**src/rtl/obi_mem_arbiter.sv**
```systemverilog
// Purpose : two-master (instruction/data) to one-slave OBI arbiter with an in-order route FIFO.
// Latency : zero added cycles on both the request path and the response path (pure steering).
// Backpr. : a full route FIFO holds s_req_o low; a pending slave stall freezes the selected master.
//
// Ports   : imem_* instruction master (read-only), dmem_* data master, s_* unified slave port,
//           spurious_o pulses for one cycle after a response arrives with nothing outstanding.
// Option  : define OBI_ARB_ROUND_ROBIN_EN for round-robin selection instead of data-over-instruction
//           fixed priority.
module obi_mem_arbiter #(
    parameter int unsigned AddrWidth      = 32,
    parameter int unsigned DataWidth      = 32,
    parameter int unsigned InstrWidth     = 32,
    parameter int unsigned MaxOutstanding = 2
) (
    input  logic                   clk_i,
    input  logic                   rstn_i,

    input  logic                   imem_req_i,
    output logic                   imem_gnt_o,
    input  logic [AddrWidth-1:0]   imem_addr_i,
    output logic                   imem_rvalid_o,
    output logic [InstrWidth-1:0]  imem_rdata_o,
    output logic                   imem_err_o,

    input  logic                   dmem_req_i,
    output logic                   dmem_gnt_o,
    input  logic [AddrWidth-1:0]   dmem_addr_i,
    input  logic                   dmem_we_i,
    input  logic [DataWidth-1:0]   dmem_wdata_i,
    input  logic [DataWidth/8-1:0] dmem_be_i,
    output logic                   dmem_rvalid_o,
    output logic [DataWidth-1:0]   dmem_rdata_o,
    output logic                   dmem_err_o,

    output logic                   s_req_o,
    input  logic                   s_gnt_i,
    output logic [AddrWidth-1:0]   s_addr_o,
    output logic                   s_we_o,
    output logic [DataWidth-1:0]   s_wdata_o,
    output logic [DataWidth/8-1:0] s_be_o,
    input  logic                   s_rvalid_i,
    input  logic [DataWidth-1:0]   s_rdata_i,
    input  logic                   s_err_i,

    output logic                   spurious_o
);

    localparam int unsigned PtrWidth = (MaxOutstanding > 1) ? $clog2(MaxOutstanding) : 1;
    localparam int unsigned CntWidth = $clog2(MaxOutstanding + 1);
    localparam bit          Wide     = (DataWidth == 64);

    if (!(DataWidth == 32 || DataWidth == 64)) begin : g_bad_data_width
        $fatal(1, "obi_mem_arbiter: DataWidth must be 32 or 64");
    end
    if (MaxOutstanding < 1) begin : g_bad_depth
        $fatal(1, "obi_mem_arbiter: MaxOutstanding must be >= 1");
    end

    // Route entry: which master owns the response, and which 32-bit half it wants.
    typedef struct packed {
        logic id;
        logic a2;
    } route_t;

    route_t               fifo_q [MaxOutstanding];
    logic [PtrWidth-1:0]  wr_ptr_q;
    logic [PtrWidth-1:0]  rd_ptr_q;
    logic [CntWidth-1:0]  count_q;
    logic                 lock_q;
    logic                 lock_id_q;
    logic                 spurious_q;
    logic                 full;
    logic                 empty;
    logic                 sel;
    logic                 sel_req;
    logic                 handshake;
    logic                 pop;
    route_t               head;
    route_t               push_entry;
    logic [63:0]          rdata_ext;

`ifdef OBI_ARB_ROUND_ROBIN_EN
    logic                 last_q;
`endif

    assign full  = (count_q == CntWidth'(MaxOutstanding));
    assign empty = (count_q == '0);

    // Selection; while a request is stalled by the slave the choice is frozen so the
    // address phase presented on the slave port cannot change under it.
    always_comb begin
        sel = dmem_req_i;
        if (lock_q) begin
            sel = lock_id_q;
        end else if (imem_req_i && dmem_req_i) begin
`ifdef OBI_ARB_ROUND_ROBIN_EN
            sel = ~last_q;
`else
            sel = 1'b1;
`endif
        end
    end

    assign sel_req = sel ? dmem_req_i : imem_req_i;

    // The full check uses registered occupancy only, so a response cannot unblock a
    // request combinationally. Reset gating keeps grants low during reset.
    assign s_req_o   = rstn_i && sel_req && !full;
    assign handshake = s_req_o && s_gnt_i;

    assign imem_gnt_o = handshake && !sel;
    assign dmem_gnt_o = handshake && sel;

    assign s_addr_o  = sel ? dmem_addr_i  : imem_addr_i;
    assign s_we_o    = sel ? dmem_we_i    : 1'b0;
    assign s_wdata_o = sel ? dmem_wdata_i : '0;
    assign s_be_o    = sel ? dmem_be_i    : '1;

    // The half-select bit is only meaningful on a 64-bit bus; forced to 0 otherwise.
    assign push_entry = '{id: sel, a2: Wide && s_addr_o[2]};

    assign pop  = s_rvalid_i && !empty;
    assign head = fifo_q[rd_ptr_q];

    assign imem_rvalid_o = pop && !head.id;
    assign dmem_rvalid_o = pop && head.id;
    assign imem_err_o    = pop && !head.id && s_err_i;
    assign dmem_err_o    = pop && head.id && s_err_i;

    assign rdata_ext    = 64'(s_rdata_i);
    assign imem_rdata_o = InstrWidth'(head.a2 ? rdata_ext[63:32] : rdata_ext[31:0]);
    assign dmem_rdata_o = s_rdata_i;

    assign spurious_o = spurious_q;

    function automatic logic [PtrWidth-1:0] next_ptr(input logic [PtrWidth-1:0] p);
        return (p == PtrWidth'(MaxOutstanding - 1)) ? '0 : p + PtrWidth'(1);
    endfunction

    // Entry storage needs no reset: an entry is only read while it is counted.
    always_ff @(posedge clk_i) begin
        if (handshake) begin
            fifo_q[wr_ptr_q] <= push_entry;
        end
    end

    always_ff @(posedge clk_i or negedge rstn_i) begin
        if (!rstn_i) begin
            wr_ptr_q   <= '0;
            rd_ptr_q   <= '0;
            count_q    <= '0;
            lock_q     <= 1'b0;
            lock_id_q  <= 1'b0;
            spurious_q <= 1'b0;
        end else begin
            if (handshake) begin
                wr_ptr_q <= next_ptr(wr_ptr_q);
            end
            if (pop) begin
                rd_ptr_q <= next_ptr(rd_ptr_q);
            end
            if (handshake && !pop) begin
                count_q <= count_q + CntWidth'(1);
            end else if (pop && !handshake) begin
                count_q <= count_q - CntWidth'(1);
            end

            if (handshake) begin
                lock_q <= 1'b0;
            end else if (s_req_o) begin
                lock_q    <= 1'b1;
                lock_id_q <= sel;
            end

            spurious_q <= s_rvalid_i && empty;
        end
    end

`ifdef OBI_ARB_ROUND_ROBIN_EN
    always_ff @(posedge clk_i or negedge rstn_i) begin
        if (!rstn_i) begin
            last_q <= 1'b0;
        end else if (handshake) begin
            last_q <= sel;
        end
    end
`endif

endmodule
```
**config.mk**
```make
export PLATFORM = sky130hd
export DESIGN_NAME = obi_mem_arbiter
export DESIGN_NICKNAME = d
export VERILOG_FILES = /design/src/rtl/obi_mem_arbiter.sv
export SDC_FILE = /design/constraint.sdc
export NUM_CORES = 1
export LEC_CHECK = 0
export ABC_AREA = 1
export CAP_MARGIN = 20
export CORE_AREA = 3 3 107 109
export CTS_CLUSTER_DIAMETER = 200
export DETAILED_ROUTE_END_ITERATION = 10
export DIE_AREA = 0 0 110 112
export PLACE_DENSITY = 0.73
export SYNTH_ARGS = -nofsm -noshare
export SYNTH_HDL_FRONTEND = slang
export SYNTH_SLANG_ARGS = --single-unit
```
**constraint.sdc**
```tcl
create_clock -name clk_i -period 2.66 [get_ports clk_i]
set_input_delay 0.532 -clock clk_i [delete_from_list [all_inputs] [get_ports clk_i]]
set_output_delay 0.532 -clock clk_i [all_outputs]
set_load 0.05 [all_outputs]
```
==> reports/results.ini, run 1 <==
[logic_synthesis]
ys_warn_count = 0
synthSimpleGateAreaFrac_pct = 38.5
synth_nets = 437
ys_top_cells_by_area = buf_4, nand2_1, dfrtp_1, inv_1, nor2_1
ys_seq_area_share_pct = 14.1
synth_cells = 296
synth_compound_area_share_pct = 2.17
synth_top_family_by_area = buffers and inverters
synth_xor_xnor_area_share_pct = 1.57
synth_area_um2 = 1670
ys_seq_elements = 9
synthAdderAreaFrac_pct = 0.749
synth.mux.area_fraction_pct = 0
netlist.area_leader.share_pct = 30.1
yosysTopAreaCell = buf_4
syn_area_per_cell_um2 = 5.64
synth_cell_types = 25

[pwr]
finalPower_mw = 3.91
p_leak_nw = 1.83
powerDensity_nw_per_um2 = 1090
vdd_drop_max_mv = 0.540

[drt]
ant_nets = 0
drtIter0Drc = 52
finalWirelength_um = 6300
viasPerCell = 3.65
drc_errors = 0
first_pass_iters = 4
wl_per_cell_um = 11.3
num_vias = 2028

[final_layout]
fin_util_pct = 33.4
antenna_cells = 0
fillers = 1119
final_nets = 557
drive_gt1_share_pct = 22.2
area_delta_synth_final_pct = 114

[floorplan]
row_count = 38
die_w_um = 110
die_area_um2 = 12300
start_util_pct = 15.6
die_h_um = 112
pin_count = 281
core-area_um2 = 10700

[timing]
rsz0062_at_grt = no
finalMaxSlewViolations = 0
slew_headroom_pct = 65.5
skew_ps = 2.15
post-route-min-period_ps = 2420
timing.final.crit_share_pct = 90.9
setup_viol = 0
tns_ps = 0
setup_ws_ps = 242
hold_slack_ps = 507
max_freq_mhz = 414
hold_viol = 0
tightest_slew_ps = 516

[clocking]
cts-htree-levels = 1
cts_resized = 0
ctsHoldBuffers = 0
worstSkewPairLatency_ps = 230
cts-buffers-inserted = 3
clk_pin_slew_ps = 40
cts_setup_buffers = 0
cts_tree = built
numClockSinks = 9
root_buffer = clkbuf_8
clock_path_buffers = 2

[place]
dp.final_hpwl_um = 5680
post-place-ws_ps = 243
portBuffers = 184
gp_congestion = 0.716

[critical_path]
cp_max_fo = 46
cp-end-kind = output pin
critical_path_class = input port to output pin
r2r_slack_ps = 850
worstSetupStartpointType = input port
cp.arrival_ps = 1890
critPathRequiredTime_ps = 2130

[grt]
grt_pass1_vias = 2002
grt_pass1_wl_um = 9290
antenna_found_initial = 0
grt_max_degree = 47
globalRouteOverflowTotal = 0
grt_use_total_pct = 9.40

[run]
maxCapViolCount = 0

[run_status]
outcome = complete, no violations

[hold_path]
hold_class = flop to flop

## flip-flops by register name (all words and copies together) (netlist names)
name and count:
lock_id_q 1, wr_ptr_q 1, lock_q 1, spurious_o 1, rd_ptr_q 1, fifo_q 2
count_q 2
## stage by stage
stage,area (um2),cells
floorplan,1670,296
global placement,3530,551
detailed placement,3530,551
CTS,3570,555
global route,3570,555
finish,3570,555
## kinds of logic after synthesis
family                   Yosys count
flip-flops                         9
XOR/XNOR                           3
AO/OA/AOI/OAI                      6
adder cells (fa/ha/maj)            1
AND/OR/NAND/NOR                  157
buffers and inverters            120
## placed cells by master, fill, tap and decap left out, types with 2 or more instances in the layout
cell type        synthesis  final
edfxtp_1                 2      2
clkdlybuf4s50_1          0    108
buf_12                   0     43
nor3_1                   2      2
nand3_1                  3      3
nand4_1                  2      2
xnor2_1                  2      2
dfrtp_1                  7      7
inv_2                    2      2
nor2_1                  38     38
buf_4                   67     38
nand2_2                  2      2
o21ai_0                  3      3
clkbuf_8                 0      3
nand2_1                101    101
or2_1                    5      5
inv_1                   44     44
## final timing paths
path	to	startpoint	cells after the start
setup / recovery	s_be_o[0]	dmem_req_i	7
hold / removal	wr_ptr_q	wr_ptr_q	2
setup reg to reg	count_q[1]	lock_q	9
hold reg to reg	wr_ptr_q	wr_ptr_q	2
max in group asynchronous	wr_ptr_q	rstn_i	2
min in group asynchronous	count_q[1]	rstn_i	2
## cell usage after synthesis
library cell  number
nor2_4             1
xnor2_1            2
inv_2              2
nand3_2            1
xor2_1             1
nand2_1          101
o21ai_1            1
nor3b_1            1
inv_1             44
nand2_2            2
a21oi_1            1
or2_1              5
nor3_1             2
dfrtp_1            7
nand2_4            1
buf_6              1
a21boi_2           1
nor2_1            38
nand4_1            2
nand3_1            3
buf_4             67
buf_2              6
edfxtp_1           2
ha_1               1
o21ai_0            3
## routing by layer
metal,part of all wire (%),track usage [%],wire length [um]
met3,13,4.35,808
met4,3.0,3.49,192
met1,34,9.36,2150
met2,50,16.7,3150
met5,0,0,0
## critical path: stages
cell,delay (ps)
clkdlybuf4s50_1,490
nand2_2,90
nand2_4,70
inv_2,70
buf_12,170
or2_1,270
buf_12,160
## power breakdown
| part | total [mW] | internal, mW | switching [mW] |
|---|---|---|---|
| clock network | 0.152 | 0.104 | 0.0485 |
| logic | 3.51 | 1.40 | 2.11 |
| registers | 0.248 | 0.203 | 0.0454 |
| total | 3.91 | 1.71 | 2.20 |
## layout make-up
class                      count  area [um2]  share of cell area, %
clock buffer                   4        45.0                   1.26
inverter                      46         173                   4.83
multi-input combinational    167         718                   20.1
sequential                     9         235                   6.58
tap                          140         175                   4.90
timing repair buffer         189        2230                   62.3
No activity file was read; power rests on OpenSTA's default activity.
==> run 2, diff against run 1 <==
CELL_PAD_IN_SITES_DETAIL_PLACEMENT = 1   (was not set)
CELL_PAD_IN_SITES_GLOBAL_PLACEMENT = 2   (was not set)
CORE_AREA = not set   (was 3 3 107 109)
CORE_ASPECT_RATIO = 1.1   (was not set)
CORE_MARGIN = 3   (was not set)
CORE_UTILIZATION = 10   (was not set)
DIE_AREA = not set   (was 0 0 110 112)
PLACE_DENSITY = 0.95   (was 0.73)
SLEW_MARGIN = 20   (was not set)
==> run 2 against run 1 <==
  * Power grew 4.5%
  * First-iteration DRC count shrank 31%
  * Combinational power grew 2%
  * Final cell count grew 11%
  * Register-to-register slack lost 80 ps
  * Clock skew grew 4.0 ps
  * Hold slack lost 5.1 ps
  * Flip-flop and latch count is the same
  * Cell area grew 3.6%
  * Fmax shrank 0.82%
  * Largest power group unchanged
==> reports/results.ini, run 2 (same netlist as run 1, synthesis figures left out) <==
[timing]
max_freq_mhz = 410
rsz0062_at_grt = no
skew_ps = 6.17
tns_ps = 0
tightest_slew_ps = 498
post-route-min-period_ps = 2440
setup_ws_ps = 222
finalMaxSlewViolations = 0
timing.final.crit_share_pct = 91.6
hold_slack_ps = 502
setup_viol = 0
hold_viol = 0
slew_headroom_pct = 66.7

[hold_path]
hold_class = flop to flop

[floorplan]
die_area_um2 = 18300
pin_count = 281
die_h_um = 142
core-area_um2 = 16000
row_count = 48
die_w_um = 129
start_util_pct = 10.4

[clocking]
root_buffer = clkbuf_16
cts-buffers-inserted = 3
cts_resized = 0
worstSkewPairLatency_ps = 240
clk_pin_slew_ps = 40
cts_setup_buffers = 0
ctsHoldBuffers = 0
cts-htree-levels = 1
cts_tree = built
numClockSinks = 9
clock_path_buffers = 2

[run]
maxCapViolCount = 0

[drt]
ant_nets = 0
drtIter0Drc = 36
num_vias = 2109
first_pass_iters = 4
viasPerCell = 3.43
wl_per_cell_um = 11.5
drc_errors = 0
finalWirelength_um = 7070

[critical_path]
cp_max_fo = 5
cp-end-kind = output pin
critPathRequiredTime_ps = 2130
cp.arrival_ps = 1910
critical_path_class = input port to output pin
worstSetupStartpointType = input port

[grt]
grt_max_degree = 38
grt_pass1_wl_um = 10300
grt_pass1_vias = 2166
grt_use_total_pct = 6.99
globalRouteOverflowTotal = 0
antenna_found_initial = 0

[final_layout]
antenna_cells = 0
drive_gt1_share_pct = 22.2
mostFrequentLayoutCells = clkdlybuf4s50_1, nand2_1, buf_12, inv_1, nor2_1
fillers = 1942
reg.largest.list = count_q x2, fifo_q x2
area_delta_synth_final_pct = 122
layout_commonest_cell = clkdlybuf4s50_1
fin_util_pct = 23.1
final_nets = 556

[run_status]
outcome = complete, no violations

[place]
portBuffers = 184
post-place-ws_ps = 205
gp_congestion = 0.725
dp.final_hpwl_um = 6190

[pwr]
powerDensity_nw_per_um2 = 1100
finalPower_mw = 4.09
vdd_drop_max_mv = 0.456
p_leak_nw = 1.85

## run 2: cell count changes in the layout (fill, tap and decap cells not counted), sizes merged
cell	before	now
clkinv	0	1
buf	81	80
clkbuf	4	3
## run 2: power by group
group | switching [mW] | total (mW) | internal [mW]
clock | 0.0665 | 0.265 | 0.198
sequential | 0.0495 | 0.252 | 0.203
combinational | 2.14 | 3.57 | 1.43
total | 2.25 | 4.09 | 1.83
## run 2: critical path, cell delays in order
cell,delay [ps]
clkdlybuf4s50_1,500
nand2_2,80
nand3_1,120
nand4_1,240
nor2_1,260
buf_12,170
## run 2: worst paths after layout
kind	startpoint	endpoint	slack (ps)	cells after the start
max in group asynchronous	rstn_i	wr_ptr_q	1940	2
max	dmem_req_i	imem_gnt_o	220	6
min reg2reg	wr_ptr_q	wr_ptr_q	500	2
min	wr_ptr_q	wr_ptr_q	500	2
min in group asynchronous	rstn_i	lock_id_q	600	2
max reg2reg	count_q[0]	count_q[1]	770	8
## run 2: area by class of cell
cell class                 instances  area (um2)  share of cell area (%)
clock inverter                     1        5.00                   0.135
clock buffer                       3        75.1                    2.03
timing repair buffer             188        2240                    60.6
multi-input combinational        167         718                    19.4
tap                              200         250                    6.76
sequential                         9         235                    6.36
inverter                          46         173                    4.67
## run 2: layer usage
layer	routed length [um]	GRT usage, %	up-vias
li1	-	-	1025
met1	2320	6.48	914
met2	3660	13.6	145
met3	868	2.26	25
met4	218	3.04	0
met5	0	0	-
## run 2: stage by stage
| stage | instance area (um2) | std cells |
|---|---|---|
| CTS | 3700 | 614 |
| detailed placement | 3620 | 610 |
| finish | 3700 | 614 |
| global placement | 3620 | 610 |
| floorplan | 1670 | 296 |
| global route | 3700 | 614 |
==> run 3, diff against run 2 <==
SLEW_MARGIN = 10   (was 20)
==> results of run 3 <==
No change in the layout: final DEF, timing and power equal those of run 2.
